--- src/rtl/i2c_txn_arbiter.sv ---
// ---------------------------------------------------------------------------
// i2c_txn_arbiter
//
// Shares one I2C byte master between NUM_REQ requesters. A round-robin pick
// grants one requester, latches its direction and write byte, and sends one
// start command to the master. The block then waits for the master to finish
// or for a timeout, and returns the read byte and status to the winner.
//
// Ports
//   clk        system clock
//   rst        asynchronous active-low reset
//   req        per-requester request level, held until done
//   req_rw     per-requester direction (1 read, 0 write)
//   req_wdata  per-requester write byte, requester i at [8i+7:8i]
//   gnt        one-hot grant, held for the whole transaction
//   done       one-cycle completion pulse to the granted requester
//   err        one-cycle pulse with done when the transaction was aborted
//   rdata      read byte, valid from a done pulse until the next one
//   m_start    one-cycle start command to the master
//   m_rw       latched direction to the master
//   m_wdata    latched write byte to the master
//   m_busy     master is in a transaction
//   m_done     master completion pulse
//   m_rdata    master read byte, sampled on m_done
//   state      FSM state, for debug
//
// All outputs are registered. The action a state takes shows up on the
// outputs in the following cycle, so m_start is seen in the first WAIT_BUSY
// cycle and done is seen the cycle after m_done.
//
// state      | meaning
// IDLE       | pick the next requester and latch its rw/wdata
// GRANT      | one setup cycle so m_rw/m_wdata settle before the start
// ISSUE      | send the start command, clear the timer
// WAIT_BUSY  | wait for the master to go busy (or finish very quickly)
// WAIT_DONE  | wait for m_done or the transaction timeout
// RELEASE    | drop the grant, advance the pointer, wait for the master idle
// ---------------------------------------------------------------------------
module i2c_txn_arbiter #(
    parameter int NUM_REQ          = 4,
    parameter int TIMEOUT_CYCLES   = 1024,
    parameter int BUSY_WAIT_CYCLES = 64
) (
    input  logic                   clk,
    input  logic                   rst,
    input  logic [NUM_REQ-1:0]     req,
    input  logic [NUM_REQ-1:0]     req_rw,
    input  logic [8*NUM_REQ-1:0]   req_wdata,
    output logic [NUM_REQ-1:0]     gnt,
    output logic [NUM_REQ-1:0]     done,
    output logic                   err,
    output logic [7:0]             rdata,
    output logic                   m_start,
    output logic                   m_rw,
    output logic [7:0]             m_wdata,
    input  logic                   m_busy,
    input  logic                   m_done,
    input  logic [7:0]             m_rdata,
    output logic [2:0]             state
);

    localparam int IW   = $clog2(NUM_REQ);
    localparam int TMAX = (TIMEOUT_CYCLES > BUSY_WAIT_CYCLES) ? TIMEOUT_CYCLES : BUSY_WAIT_CYCLES;
    localparam int TW   = (TMAX > 1) ? $clog2(TMAX) : 1;
    localparam logic [TW-1:0] TO_LIM   = TW'(TIMEOUT_CYCLES - 1);
    localparam logic [TW-1:0] BUSY_LIM = TW'(BUSY_WAIT_CYCLES - 1);

    typedef enum logic [2:0] {
        S_IDLE      = 3'd0,
        S_GRANT     = 3'd1,
        S_ISSUE     = 3'd2,
        S_WAIT_BUSY = 3'd3,
        S_WAIT_DONE = 3'd4,
        S_RELEASE   = 3'd5
    } state_t;

    state_t               st, st_nxt;
    logic [IW-1:0]        ptr, ptr_nxt;
    logic [IW-1:0]        gnt_idx, gnt_idx_nxt;
    logic [NUM_REQ-1:0]   gnt_nxt, done_nxt;
    logic                 err_nxt, m_start_nxt, m_rw_nxt;
    logic [7:0]           rdata_nxt, m_wdata_nxt;
    logic [TW-1:0]        timer, timer_nxt;

    logic                 pick_found;
    logic [NUM_REQ-1:0]   pick_oh;
    logic [IW-1:0]        pick_idx;
    logic                 pick_rw;
    logic [7:0]           pick_wdata;

    assign state = st;

    // Round-robin pick: the first set request at or after ptr, with wrap.
    // The outer loop walks the rotation distance, so the nearest one wins.
    always_comb begin
        pick_found = 1'b0;
        pick_oh    = '0;
        pick_idx   = '0;
        pick_rw    = 1'b0;
        pick_wdata = 8'h00;
        for (int off = 0; off < NUM_REQ; off++) begin
            for (int i = 0; i < NUM_REQ; i++) begin
                if (!pick_found && req[i] && (((int'(ptr) + off) % NUM_REQ) == i)) begin
                    pick_found = 1'b1;
                    pick_oh[i] = 1'b1;
                    pick_idx   = IW'(i);
                    pick_rw    = req_rw[i];
                    pick_wdata = req_wdata[8*i +: 8];
                end
            end
        end
    end

    always_comb begin
        st_nxt      = st;
        ptr_nxt     = ptr;
        gnt_idx_nxt = gnt_idx;
        gnt_nxt     = gnt;
        done_nxt    = '0;
        err_nxt     = 1'b0;
        rdata_nxt   = rdata;
        m_start_nxt = 1'b0;
        m_rw_nxt    = m_rw;
        m_wdata_nxt = m_wdata;
        timer_nxt   = (timer == '1) ? timer : timer + TW'(1);

        case (st)
            S_IDLE: begin
                if (pick_found) begin
                    gnt_nxt     = pick_oh;
                    gnt_idx_nxt = pick_idx;
                    m_rw_nxt    = pick_rw;
                    m_wdata_nxt = pick_wdata;
                    st_nxt      = S_GRANT;
                end
            end
            S_GRANT: begin
                st_nxt = S_ISSUE;
            end
            S_ISSUE: begin
                m_start_nxt = 1'b1;
                timer_nxt   = '0;
                st_nxt      = S_WAIT_BUSY;
            end
            S_WAIT_BUSY: begin
                // A master fast enough to finish before we see busy still
                // counts as a normal completion.
                if (m_done) begin
                    done_nxt = gnt;
                    if (m_rw) rdata_nxt = m_rdata;
                    st_nxt = S_RELEASE;
                end else if (m_busy) begin
                    st_nxt = S_WAIT_DONE;
                end else if (timer >= BUSY_LIM) begin
                    done_nxt  = gnt;
                    err_nxt   = 1'b1;
                    rdata_nxt = 8'h00;
                    st_nxt    = S_RELEASE;
                end
            end
            S_WAIT_DONE: begin
                // m_done is checked first so it beats a same-cycle timeout.
                if (m_done) begin
                    done_nxt = gnt;
                    if (m_rw) rdata_nxt = m_rdata;
                    st_nxt = S_RELEASE;
                end else if (timer >= TO_LIM) begin
                    done_nxt  = gnt;
                    err_nxt   = 1'b1;
                    rdata_nxt = 8'h00;
                    st_nxt    = S_RELEASE;
                end
            end
            S_RELEASE: begin
                gnt_nxt = '0;
                ptr_nxt = (gnt_idx == IW'(NUM_REQ - 1)) ? '0 : gnt_idx + IW'(1);
                if (!m_busy) st_nxt = S_IDLE;
            end
            default: begin
                gnt_nxt = '0;
                st_nxt  = S_IDLE;
            end
        endcase
    end

    always_ff @(posedge clk or negedge rst) begin
        if (!rst) begin
            st      <= S_IDLE;
            ptr     <= '0;
            gnt_idx <= '0;
            gnt     <= '0;
            done    <= '0;
            err     <= 1'b0;
            rdata   <= 8'h00;
            m_start <= 1'b0;
            m_rw    <= 1'b0;
            m_wdata <= 8'h00;
            timer   <= '0;
        end else begin
            st      <= st_nxt;
            ptr     <= ptr_nxt;
            gnt_idx <= gnt_idx_nxt;
            gnt     <= gnt_nxt;
            done    <= done_nxt;
            err     <= err_nxt;
            rdata   <= rdata_nxt;
            m_start <= m_start_nxt;
            m_rw    <= m_rw_nxt;
            m_wdata <= m_wdata_nxt;
            timer   <= timer_nxt;
        end
    end

endmodule

--- config.mk ---
export PLATFORM = sky130hd
export DESIGN_NAME = i2c_txn_arbiter
export DESIGN_NICKNAME = d
export VERILOG_FILES = /design/src/rtl/i2c_txn_arbiter.sv
export SDC_FILE = /design/constraint.sdc
export NUM_CORES = 1
export LEC_CHECK = 0
export ABC_CLOCK_PERIOD_IN_PS = 2150
export BUFFER_PORTS_ARGS = -buffer_cell sky130_fd_sc_hd__buf_4
export CAP_MARGIN = 30
export CORE_UTILIZATION = 40
export CTS_BUF_LIST = sky130_fd_sc_hd__clkbuf_4
export CTS_CLUSTER_SIZE = 10
export DETAILED_ROUTE_END_ITERATION = 10
export PLACE_DENSITY = 0.67
export SKIP_CTS_REPAIR_TIMING = 1
export SYNTH_ARGS = -nofsm -noshare
export SYNTH_HDL_FRONTEND = slang
export SYNTH_SLANG_ARGS = --single-unit
--- constraint.sdc ---
create_clock -name clk -period 2.15 [get_ports clk]
set_input_delay 0.43 -clock clk [delete_from_list [all_inputs] [get_ports clk]]
set_output_delay 0.43 -clock clk [all_outputs]
set_load 0.01 [all_outputs]
# Yosys cells after proc, flatten, opt, wreduce, memory -nomap -nowiden
# Index checks and enable logic that the tools add are counted.
# totals
reg_bits	44
inputBits	52
output_inout_bits	30
word_cells	219
# classes
addsub	5
order_cmp	2
n_eq_ne	26
n_mux	111
bitwise_logic	4
n_reduce_logical	60
# op_table
operator	count
8-bit two-way mux	22
32-bit logical NOT	4
1-bit two-way mux	54
1-bit logical AND	31
2-bit two-way mux	15
3-bit == test, second input constant	8
4-bit two-way mux	6
3-bit two-way mux	7
10-bit two-way mux	2
3-bit case mux with 6 select lines	1
4-bit case mux with 2 select lines	2
8-bit case mux with 2 select lines	1
3-bit by 2-bit == test with 1-bit output, second input constant	5
1-bit logical NOT	15
10-bit by 1-bit adder with 10-bit output, second input constant	1
10-bit == test, second input constant	1
10-bit greater-or-equal comparator, second input constant	1
10-bit by 6-bit greater-or-equal comparator with 1-bit output, second input constant	1
3-bit != test, second input constant	3
4-bit AND reduction	2
2-bit == test, second input constant	3
2-bit OR reduction	3
2-bit by 1-bit adder with 2-bit output, second input constant	2
2-bit adder, second input constant	2
other kinds (12)	16

# Longest topological paths before layout
# logic_depth
ltp_word	65
mapped_depth	7
depth_no_buf	6

# Worst setup path after synthesis
# No wires, ideal clock.
# synth_timing
path_kind	input port to flip-flop
start	in req[1]
end	reg m_wdata[6]
setup_time_ns	0.124
arrival_time_ns	1.690
required_time_ns	2.026
setup_slack_ns	0.336
stages	7
n_path_buf	2
cell_sequence	buf_2 -> or4b_4 -> nand2b_4 -> buf_6 -> o21ai_1 -> a31oi_1 -> o31a_1
# synth_via
elab_chain_len	60
elab_cells_between_ends	75
cone_classes	mux: 30; reduce/logical: 45
# synth_rtl
item	line	source
start: declaration	46	input logic [NUM_REQ-1:0] req,
1-bit logical AND (2 in a row)	103	if (!pick_found && req[i] && (((int'(ptr) + off) % NUM_REQ) == i)) begin
1-bit two-way mux	103	
1-bit logical NOT	103	
1-bit logical AND (2 in a row)	103	
1-bit two-way mux	103	
1-bit logical NOT	103	
1-bit logical AND (2 in a row)	103	
1-bit two-way mux	103	
(+39 left out)	n/a	
1-bit two-way mux	103	
1-bit logical NOT	103	
1-bit logical AND (2 in a row)	103	
1-bit two-way mux	103	
1-bit logical NOT	103	
1-bit logical AND (2 in a row)	103	
1-bit two-way mux	103	
2-bit AND reduction (no source line)	n/a	
end signal: assignment	209	m_wdata <= m_wdata_nxt;
end: declaration	55	output logic [7:0] m_wdata,
# Several ways; a longest one is shown, not always the timed one.
# A chain may end at the register's enable or synchronous reset.

# Worst setup path after layout
# layout_timing
start	reg ptr[0]
end	reg m_wdata[6]
# layout_via
elab_chain_len	64
elab_cells_between_ends	104
cone_classes	add/sub: 3; eq/ne: 12; mux: 32; bitwise: 3; reduce/logical: 54
# layout_rtl
item	line	source
start: declaration	78	logic [IW-1:0] ptr, ptr_nxt;
start signal: assignment	201	ptr <= ptr_nxt;
32-bit logical NOT	103	
1-bit logical AND	103	
1-bit two-way mux	103	
1-bit logical NOT	103	
1-bit logical AND (2 in a row)	103	
1-bit two-way mux	103	
1-bit logical NOT	103	
1-bit logical AND (2 in a row)	103	
(+44 left out)	n/a	
1-bit two-way mux	103	
1-bit logical NOT	103	
1-bit logical AND (2 in a row)	103	
1-bit two-way mux	103	
1-bit logical NOT	103	
1-bit logical AND (2 in a row)	103	
1-bit two-way mux	103	
2-bit AND reduction (no source line)	n/a	
# Several ways; a longest one is shown, not always the timed one.

==> impl_metrics.env <==
export IMPL_clkLatencyLatePin_ps=380
export IMPL_ys_types=65
export IMPL_antenna_found_initial=0
export IMPL_r2r_slack_ps=130
export IMPL_fin_crit_sh=0.939
export IMPL_max_cap_violations=0
export IMPL_timing_setup_tns_ps=0
export IMPL_timing_final_crit_period_ps=2020
export IMPL_route_detailed_vias_per_inst=6.17
export IMPL_via_count_of_the_first_global_routing_pass=3316
export IMPL_timing_slew_headroom=0.534
export IMPL_preCtsSetupSlack_ps=80.0
export IMPL_setup_viol_count_final=0
export IMPL_cts_htree_levels=2
export IMPL_number_of_buffers_added_on_ports=81
export IMPL_power_per_cell_area_nw_per_um2=1070
export IMPL_final_antenna_net_count=0
export IMPL_synthTopCellsByCount="44 x sky130_fd_sc_hd__dfrtp_1, 30 x sky130_fd_sc_hd__nor2_1, 22 x sky130_fd_sc_hd__nand2_1"
export IMPL_cp_cell_sequence="buf_4, nand3b_1, or2_0, o22ai_1, o31ai_1, o31a_1"
export IMPL_tritoncts_num_buffers=5
export IMPL_arrival_ps=2350
export IMPL_routed_wire_length_per_instance_um=18.0
export IMPL_core_area_um2=7770
export IMPL_finClkSkew_ps=11.3
export IMPL_grt_ovfl_total=0
export IMPL_worst_path_largest_cell_delay_ps=560
export IMPL_final_seq_area_um2=1100
export IMPL_synth_warnings=0
export IMPL_effective_utilization_at_floorplan=0.415
export IMPL_avgSynthCellArea_um2=8.63
export IMPL_largest_driver_fanout_on_the_critical_path=10
export IMPL_synth_sequential_area_ratio=0.341
export IMPL_hold_path_class="in2async"
export IMPL_die_area_um2=8430
export IMPL_via_count=3548
export IMPL_post_synth_top_area_cell="sky130_fd_sc_hd__dfrtp_1"
export IMPL_kind_of_critical_path="reg2reg"
export IMPL_synth_most_common_cell="sky130_fd_sc_hd__dfrtp_1"
export IMPL_rr_worst_depth=6
export IMPL_final_setup_worst_slack_ps=132
export IMPL_crit_slowest_cell="sky130_fd_sc_hd__or2_0"
export IMPL_rsz0062_at_grt="false"
export IMPL_tritoncts_num_sinks=44
export IMPL_area_growth_pct=28.7
export IMPL_achievable_frequency_ghz=0.496
export IMPL_chipHeight_um=91.8
export IMPL_worst_endpoint_required_ps=2480
export IMPL_grt_max_degree=45
export IMPL_insertedDiodeCount=0
export IMPL_synthesis_nets=428
export IMPL_synth_seq_cells=44
export IMPL_top_ff_cell_synth="sky130_fd_sc_hd__dfrtp_1"
export IMPL_fillerInstances=729
export IMPL_final_max_slew_viol_count=0
export IMPL_finalHoldWorstSlack_ps=33.9
export IMPL_peakVddDrop_uv=321
export IMPL_worst_pin_slew_ps=700
export IMPL_fraction_of_layout_cells_with_a_size_suffix_above_1=0.279
export IMPL_synth_area_leaders="sky130_fd_sc_hd__dfrtp_1 34%, sky130_fd_sc_hd__a221oi_1 5.2%, sky130_fd_sc_hd__a22o_1 4.9%"
export IMPL_synth_edff_count=0
export IMPL_yosys_area_top_type_share=0.341
export IMPL_overall_global_routing_resource_usage=0.248
export IMPL_synthesized_instance_count=374
export IMPL_site_row_count=32
export IMPL_multi_input_comb_area_um2=1950
export IMPL_clk_pin_slew_ps=150
export IMPL_cts_tree="yes"
export IMPL_critical_path_startpoint_type="flip-flop"
export IMPL_area_after_dpl_um2=4100
export IMPL_design_portCount=82
export IMPL_clock_tree_root_cell="sky130_fd_sc_hd__clkbuf_4"
export IMPL_worst_r2r_startpoint="ptr[0]"
export IMPL_leakage_nw=1.85
export IMPL_post_dp_hpwl_um=7490
export IMPL_status="completed"
export IMPL_clock_path_buffers=2
export IMPL_drc_errors=0
export IMPL_post_layout_total_power_mw=4.44
export IMPL_drtPass1Iterations=5
export IMPL_timing_rr_end="m_wdata[6]"
export IMPL_finalNetCount=527
export IMPL_timing_hold_violations_final=0
export IMPL_synthesis_area_um2=3230
export IMPL_first_pass_grt_wire_length_um=16700
export IMPL_die_width_um=91.8
export IMPL_critical_path_endpoint_type="flip-flop"
export IMPL_async_flop_share=1.00
export IMPL_cell_area_after_layout_um2=4150
export IMPL_drt_iter0_markers=363
export IMPL_gp_weighted_congestion=0.930
export IMPL_detail_route_wirelength_um=10400
==> layout make-up <==
class	instances	share of cell area
multi-input combinational	292	0.469
sequential	44	0.265
timing repair buffer	117	0.212
tap	102	0.0307
inverter	13	0.0118
clock buffer	5	0.00904
clock inverter	2	0.00301
==> worst max-delay path, delay by kind of cell, from the launching register on <==
kind	cells	cell delay, ps
AOI/OAI and AO/OA	3	610
buffers and inverters	1	200
DFF	1	530
and+or+nand+nor	2	650
==> power breakdown <==
group | internal [mW] | total [mW] | switching [mW]
registers | 1.14 | 1.40 | 0.268
logic | 1.30 | 2.62 | 1.32
clock network | 0.120 | 0.419 | 0.299
total | 2.55 | 4.44 | 1.89
==> metrics by stage <==
| stage | util | instances |
|---|---|---|
| 6_report | 0.534 | 575 |
| 5_1_grt | 0.534 | 575 |
| 4_1_cts | 0.534 | 575 |
| 3_5_place_dp | 0.528 | 568 |
| 3_3_place_gp | 0.528 | 568 |
| 2_1_floorplan | - | 374 |
==> worst max path at each step <==
stage	from	endpoint	slack, ps	depth (start not counted)
final	ptr[0]	m_wdata[6]	130	6
after global routing	state[2]	m_wdata[5]	40	6
after CTS	state[1]	m_wdata[5]	130	6
after detailed placement	req[0]	m_wdata[1]	80	5
after global placement	req[0]	m_wdata[2]	90	5
after floorplan	req[1]	m_wdata[6]	340	7
==> per-layer routing <==
metal	GRT usage	part of all wire	up-vias
met1	0.359	0.44	1654
met3	0.0464	0.090	21
met5	0	0	-
met4	0.0898	0.021	0
li1	-	-	1670
met2	0.367	0.45	203
==> cell usage in the layout, fill, tap and decap left out, drive strengths merged, types with 5 or more instances in the layout <==
cell type  Yosys  layout
and2           7       7
inv           13      13
nand2b         7       7
o31ai          7       7
a21oi         20      20
a31o           6       6
dfrtp         44      44
o21ai         20      20
nand3         11      11
o22ai         14      14
a22o          18      18
nand4          9       9
buf           18     117
a221oi        19      19
nor2          30      30
nor3          17      17
o221a          5       5
nor2b          7       7
xor2           5       5
nand4b         5       5
clkbuf         7       5
nand2         22      22
and3           6       6
==> registers in the layout (all words and copies together), names as in the netlist <==
name     count
done         4
err          1
gnt          4
gnt_idx      2
m_rw         1
m_start      1
m_wdata      8
ptr          2
rdata        8
state        3
timer       10
==> logic make-up after synthesis <==
family,count (synthesis),share of synthesized area
AOI/OAI and AO/OA,140,0.323
adders and majority gates,2,0.00775
and+or+nand+nor,140,0.244
DFF,44,0.341
buffers and inverters,38,0.0558
xor gates and xnor gates,6,0.0163
muxes,4,0.0128
(Power assumes the default switching activity.)
